$ cat config.mk
export PLATFORM = sky130hd
export DESIGN_NAME = gseq_stream
export DESIGN_NICKNAME = d
export VERILOG_FILES = /design/src/rtl/gseq_pkg.sv /design/src/rtl/gseq_mul_sat.sv /design/src/rtl/gseq_stream.sv
export SDC_FILE = /design/constraint.sdc
export NUM_CORES = 2
export LEC_CHECK = 0
export ABC_CLOCK_PERIOD_IN_PS = 20000
export BUFFER_PORTS_ARGS = -buffer_cell sky130_fd_sc_hd__buf_2
export CAP_MARGIN = 0
export CORE_UTILIZATION = 45
export CTS_CLUSTER_DIAMETER = 200
export DETAILED_ROUTE_END_ITERATION = 10
export GPL_ROUTABILITY_DRIVEN = 0
export GPL_TIMING_DRIVEN = 0
export PLACE_DENSITY = 0.67
export SYNTH_ARGS = -nofsm -noshare
export SYNTH_HDL_FRONTEND = slang
export SYNTH_HIERARCHICAL = 1
export SYNTH_SLANG_ARGS = --single-unit
export TNS_END_PERCENT = 10
$ cat constraint.sdc
create_clock -name clk -period 20 [get_ports clk]
set_clock_uncertainty 0.1 [all_clocks]
set_input_delay 0 -clock clk [delete_from_list [all_inputs] [get_ports clk]]
set_output_delay 0 -clock clk [all_outputs]
set_load 0.005 [all_outputs]
$ cat src/rtl/gseq_pkg.sv
// Shared types and constants for the geometric-sequence stream generator.
package gseq_pkg;

  // Run-control states: IDLE waits for start, RUN streams terms, FIN closes the run.
  typedef enum logic [1:0] {
    IDLE = 2'd0,
    RUN  = 2'd1,
    FIN  = 2'd2
  } state_t;

  // "ovf" in ASCII; emitted (truncated to the term width) in place of overflowed terms.
  localparam logic [63:0] OVF_MARKER_DEFAULT = 64'h6F7666;

endpackage

$ cat src/rtl/gseq_mul_sat.sv
// Combinational ratio multiplier with sticky overflow detection.
// The product is formed at full width so that anything reaching the
// all-ones term value (or beyond) is flagged rather than silently wrapped.
module gseq_mul_sat
  import gseq_pkg::*;
#(
  parameter int W  = 64,
  parameter int KW = 16
) (
  input  logic [W-1:0]  acc,
  input  logic [KW-1:0] k,
  input  logic          ovf_in,
  output logic [W-1:0]  prod,
  output logic          ovf_out
);

  localparam int PW = W + KW;

  // The all-ones term value is reserved, so it already counts as overflow.
  function automatic logic sat_hit(input logic [PW-1:0] p);
    return (p >= {{KW{1'b0}}, {W{1'b1}}});
  endfunction

  logic [PW-1:0] full;

  // Full-width product, truncated term and sticky overflow flag.
  always_comb begin
    full    = {{KW{1'b0}}, acc} * {{W{1'b0}}, k};
    prod    = full[W-1:0];
    ovf_out = ovf_in | sat_hit(full);
  end

endmodule

$ cat src/rtl/gseq_stream.sv
// Geometric-sequence stream generator: term[i] = a1 * k**i for i = 0..n-1,
// one term per valid/ready handshake, tagged with index, last and overflow.
module gseq_stream
  import gseq_pkg::*;
#(
  parameter int          W          = 64,
  parameter int          KW         = 16,
  parameter int          NW         = 16,
  parameter logic [63:0] OVF_MARKER = OVF_MARKER_DEFAULT
) (
  input  logic          clk,
  input  logic          rst_n,
  input  logic          start,
  input  logic [W-1:0]  a1,
  input  logic [KW-1:0] k,
  input  logic [NW-1:0] n,
  input  logic          abort,
  output logic          busy,
  output logic          term_valid,
  input  logic          term_ready,
  output logic [W-1:0]  term,
  output logic [NW-1:0] term_idx,
  output logic          term_last,
  output logic          term_ovf,
  output logic          done
);

  localparam logic [W-1:0] MARK = W'(OVF_MARKER);

  state_t        state;
  logic [W-1:0]  acc;
  logic [KW-1:0] k_reg;
  logic [NW-1:0] n_reg;
  logic          ovf;

  logic [W-1:0]  prod;
  logic          ovf_next;
  logic          accept;
  logic          xfer;
  logic          a1_ovf;
  logic [NW-1:0] idx_next;

  gseq_mul_sat #(
    .W  (W),
    .KW (KW)
  ) u_mul (
    .acc     (acc),
    .k       (k_reg),
    .ovf_in  (ovf),
    .prod    (prod),
    .ovf_out (ovf_next)
  );

  // Start acceptance, handshake and next-index decode.
  always_comb begin
    accept   = (state == IDLE) && start && !abort;
    xfer     = (state == RUN) && term_valid && term_ready && !abort;
    a1_ovf   = (a1 == {W{1'b1}});
    idx_next = term_idx + NW'(1);
  end

  // Run operands and accumulator; these only carry data, so they are not reset.
  always_ff @(posedge clk) begin
    if (accept) begin
      acc   <= a1;
      k_reg <= k;
      n_reg <= n;
    end else if (xfer && !term_last) begin
      acc <= prod;
    end
  end

  // Run-control FSM with registered stream outputs.
  always_ff @(posedge clk or negedge rst_n) begin
    if (!rst_n) begin
      state      <= IDLE;
      busy       <= 1'b0;
      term_valid <= 1'b0;
      term       <= '0;
      term_idx   <= '0;
      term_last  <= 1'b0;
      term_ovf   <= 1'b0;
      done       <= 1'b0;
      ovf        <= 1'b0;
    end else begin
      done <= 1'b0;
      case (state)
        IDLE: begin
          if (accept) begin
            busy <= 1'b1;
            if (n != '0) begin
              state      <= RUN;
              term_valid <= 1'b1;
              term       <= a1_ovf ? MARK : a1;
              term_idx   <= '0;
              term_last  <= (n == NW'(1));
              term_ovf   <= a1_ovf;
              ovf        <= a1_ovf;
            end else begin
              state <= FIN;
            end
          end
        end
        RUN: begin
          if (abort) begin
            state      <= IDLE;
            busy       <= 1'b0;
            term_valid <= 1'b0;
            term       <= '0;
            term_idx   <= '0;
            term_last  <= 1'b0;
            term_ovf   <= 1'b0;
            ovf        <= 1'b0;
          end else if (xfer) begin
            if (term_last) begin
              state      <= FIN;
              term_valid <= 1'b0;
              term       <= '0;
              term_idx   <= '0;
              term_last  <= 1'b0;
              term_ovf   <= 1'b0;
              ovf        <= 1'b0;
            end else begin
              term      <= ovf_next ? MARK : prod;
              term_idx  <= idx_next;
              term_last <= (idx_next == (n_reg - NW'(1)));
              term_ovf  <= ovf_next;
              ovf       <= ovf_next;
            end
          end
        end
        FIN: begin
          // The done pulse appears as the run returns to IDLE, unless aborted.
          state <= IDLE;
          busy  <= 1'b0;
          done  <= !abort;
        end
        default: begin
          state <= IDLE;
          busy  <= 1'b0;
        end
      endcase
    end
  end

endmodule
==> results.sh <==
export IMPL_violations="capacitance limit, slew limit"
export IMPL_die_h_um=302
export IMPL_synth_top_family_by_area="adder cells"
export IMPL_required_ps=20290
export IMPL_synthMuxAreaShare=0.0188
export IMPL_drive_above_1_share=0.0706
export IMPL_drc=0
export IMPL_synth_simple_gate_area_frac=0.176
export IMPL_min_period_over_period=0.627
export IMPL_period_minus_slack_ps=12550
export IMPL_synthTopCellsByArea="fa_1 (43%), inv_1 (8.2%), nand2_1 (8.1%), edfxtp_1 (7.1%), and2_1 (5.5%)"
export IMPL_mostFrequentLayoutCells="inv_1 (881), nand2_1 (875), fa_1 (866), and2_1 (356), buf_2 (213)"
export IMPL_worstSetupPathType="reg -> reg"
export IMPL_rsz0062_at_grt="no"
export IMPL_cts_buffer_depth=2
export IMPL_portBuffers=184
export IMPL_grt_max_degree=65
export IMPL_netlist_area_sq_um=40500
export IMPL_rows=109
export IMPL_syn_avg_cell_area_sq_um=9.00
export IMPL_synth_top_cell_area_share=0.428
export IMPL_synthXorXnorAreaFrac=0.0227
export IMPL_grt_pass1_wl_mm=224
export IMPL_postSynthCellCount=4498
export IMPL_slew_headroom=-0.00620
export IMPL_vias=34400
export IMPL_worstMarginPinSlew_ps=1510
export IMPL_dp_slack_ps=7880
export IMPL_synth_async_reset_ratio=0.475
export IMPL_area_growth_pct=9.99
export IMPL_ys_warn_count=6
export IMPL_endpoint_kind="flip-flop"
export IMPL_crit_arrival_ps=12840
export IMPL_synth_compound_area_frac=0.0754
export IMPL_initial_utilization=0.456
export IMPL_timing_reg2reg_setup_slack_ps=7450
export IMPL_cts_sinks=183
export IMPL_grt_use_total=0.334
export IMPL_firstDrtPassIters=6
export IMPL_max_stage_delay_ps=1090
export IMPL_timing_fmax_mhz=79.7
export IMPL_finalInstanceArea_sq_um=44500
export IMPL_critPathSlowestCell="clkbuf_1"
export IMPL_cts_max_level=4
export IMPL_post_cts_buffers=0
export IMPL_finalNetCount=5925
export IMPL_maxSlewViolCount=11
export IMPL_grt_overflow=0
export IMPL_cap_violations=1
export IMPL_synth_edf_count=96
export IMPL_cp_common_cell="fa_1"
export IMPL_synth_area_leader_cell="fa_1"
export IMPL_cts_clk_slew_worst_paths_ps=80
export IMPL_drtIter0Drc=3285
export IMPL_setup_ws_ps=7450
export IMPL_ant_nets=0
export IMPL_wl_per_cell_um=24.5
export IMPL_ios=186
export IMPL_reg_top3="acc (64), term (64)"
export IMPL_synthFlopType="edfxtp_1"
export IMPL_routed_wirelength_mm=147
export IMPL_dpl_hpwl_mm=121
export IMPL_hold_viol=0
export IMPL_hold_class="in -> reg"
export IMPL_core_region_area_sq_um=88800
export IMPL_worstSkewPairLatency_ps=490
export IMPL_seq_area_frac_synth=0.125
export IMPL_synthAdderAreaFrac=0.476
export IMPL_cts_tree="built"
export IMPL_final_common_cell="inv_1"
export IMPL_cts_root_buf="clkbuf_16"
export IMPL_start_kind="flip-flop"
export IMPL_dieArea_sq_um=91200
export IMPL_die_w_um=302
export IMPL_placed_cell_area_sq_um=42900
export IMPL_synth_seq_cells=183
export IMPL_tns_ps=0
export IMPL_synth_cell_types=83
export IMPL_setup_violations=0
export IMPL_syn_nets=5619
export IMPL_crit_fanout=10
export IMPL_antenna_found_initial=7
export IMPL_status="finished with violations"
export IMPL_viasPerCell=5.75
export IMPL_grt_pass1_vias=36300
export IMPL_cts_buffers=17
-- logic make-up (layout without fill, tap and decap cells) --
kind of cell | Yosys count | in the layout
buffers and inverters | 1128 | 1447
xor gates and xnor gates | 104 | 104
adders and majority gates | 1020 | 1020
AOI/OAI and AO/OA | 478 | 478
muxes | 68 | 68
DFF | 183 | 183
other | 0 | 4
and+or+nand+nor | 1517 | 1517
-- worst max-delay path, delay by kind of cell (launching register included) --
family,cells,cell delay [ps]
AOI/OAI and AO/OA,5,1530
adders and majority gates,7,3400
buffers and inverters,8,3220
and+or+nand+nor,10,3510
muxes,1,280
DFF,1,350
-- layout make-up --
cell class	instances	area, sq um
buffer	247	990
tap	1165	1460
multi-input combinational	3187	31100
clock buffer	17	425
antenna	4	10.0
sequential	183	5060
timing repair buffer	287	1980
fill	8227	44300
clock inverter	15	161
inverter	881	3310
-- stage by stage --
step | utilization | cells | hold WS (ps)
after floorplan | - | 4498 | -396
after global placement | 0.483 | 5847 | 76.3
after detailed placement | 0.483 | 5848 | -71.0
after CTS | 0.501 | 5982 | 93.1
after global routing | 0.501 | 5982 | 121
final | 0.502 | 5986 | 119
-- cell usage after synthesis (all sizes together), types with 7 or more instances --
master and count:
fa 866, o211ai 22, a21o 13, o21a 14, or4 9, and2 356
xor2 38, mux2 64, clkbuf 212, nand4 62, a21oi 116, and3 20
nand3 21, nand2 878, nor4 21, xnor2 66, dfrtp 87, a211oi 9
nand2b 11, nor2 77, buf 35, edfxtp 96, nor2b 7, ha 154
o21bai 15, inv 881, o21ai 132, o31ai 12, a21boi 9, nor3 26
a31oi 19, or3 8, a22oi 68, and4 7
-- worst paths after layout --
path,from,endpoint,cells after the start
min,k[6],k_reg[6],2
max reg2reg,k_reg[9],term[53],31
min in group asynchronous,rst_n,term_idx[10],4
min reg2reg,term[7],term[7],2
max,k_reg[9],term[53],31
max in group asynchronous,rst_n,term[49],4
-- routing by layer --
layer / part of all wire / global-route usage / routed length, um / vias up
li1: - / - / - / 14400
met1: 0.37 / 0.422 / 54500 / 17300
met2: 0.43 / 0.503 / 62900 / 2279
met3: 0.13 / 0.108 / 18500 / 488
met4: 0.075 / 0.196 / 11000 / 6
met5: 0.00027 / 0 / 40 / -
-- what timing repair did --
action / 4_1_cts / 5_1_grt
hold buffers: 102 / 0
gates resized for setup: 0 / 0
hold endpoints to repair: 254 / 0
Power is left out: the tool's default activity adds up to more than one toggle a clock period on the data nets, which glitch-free logic cannot reach.
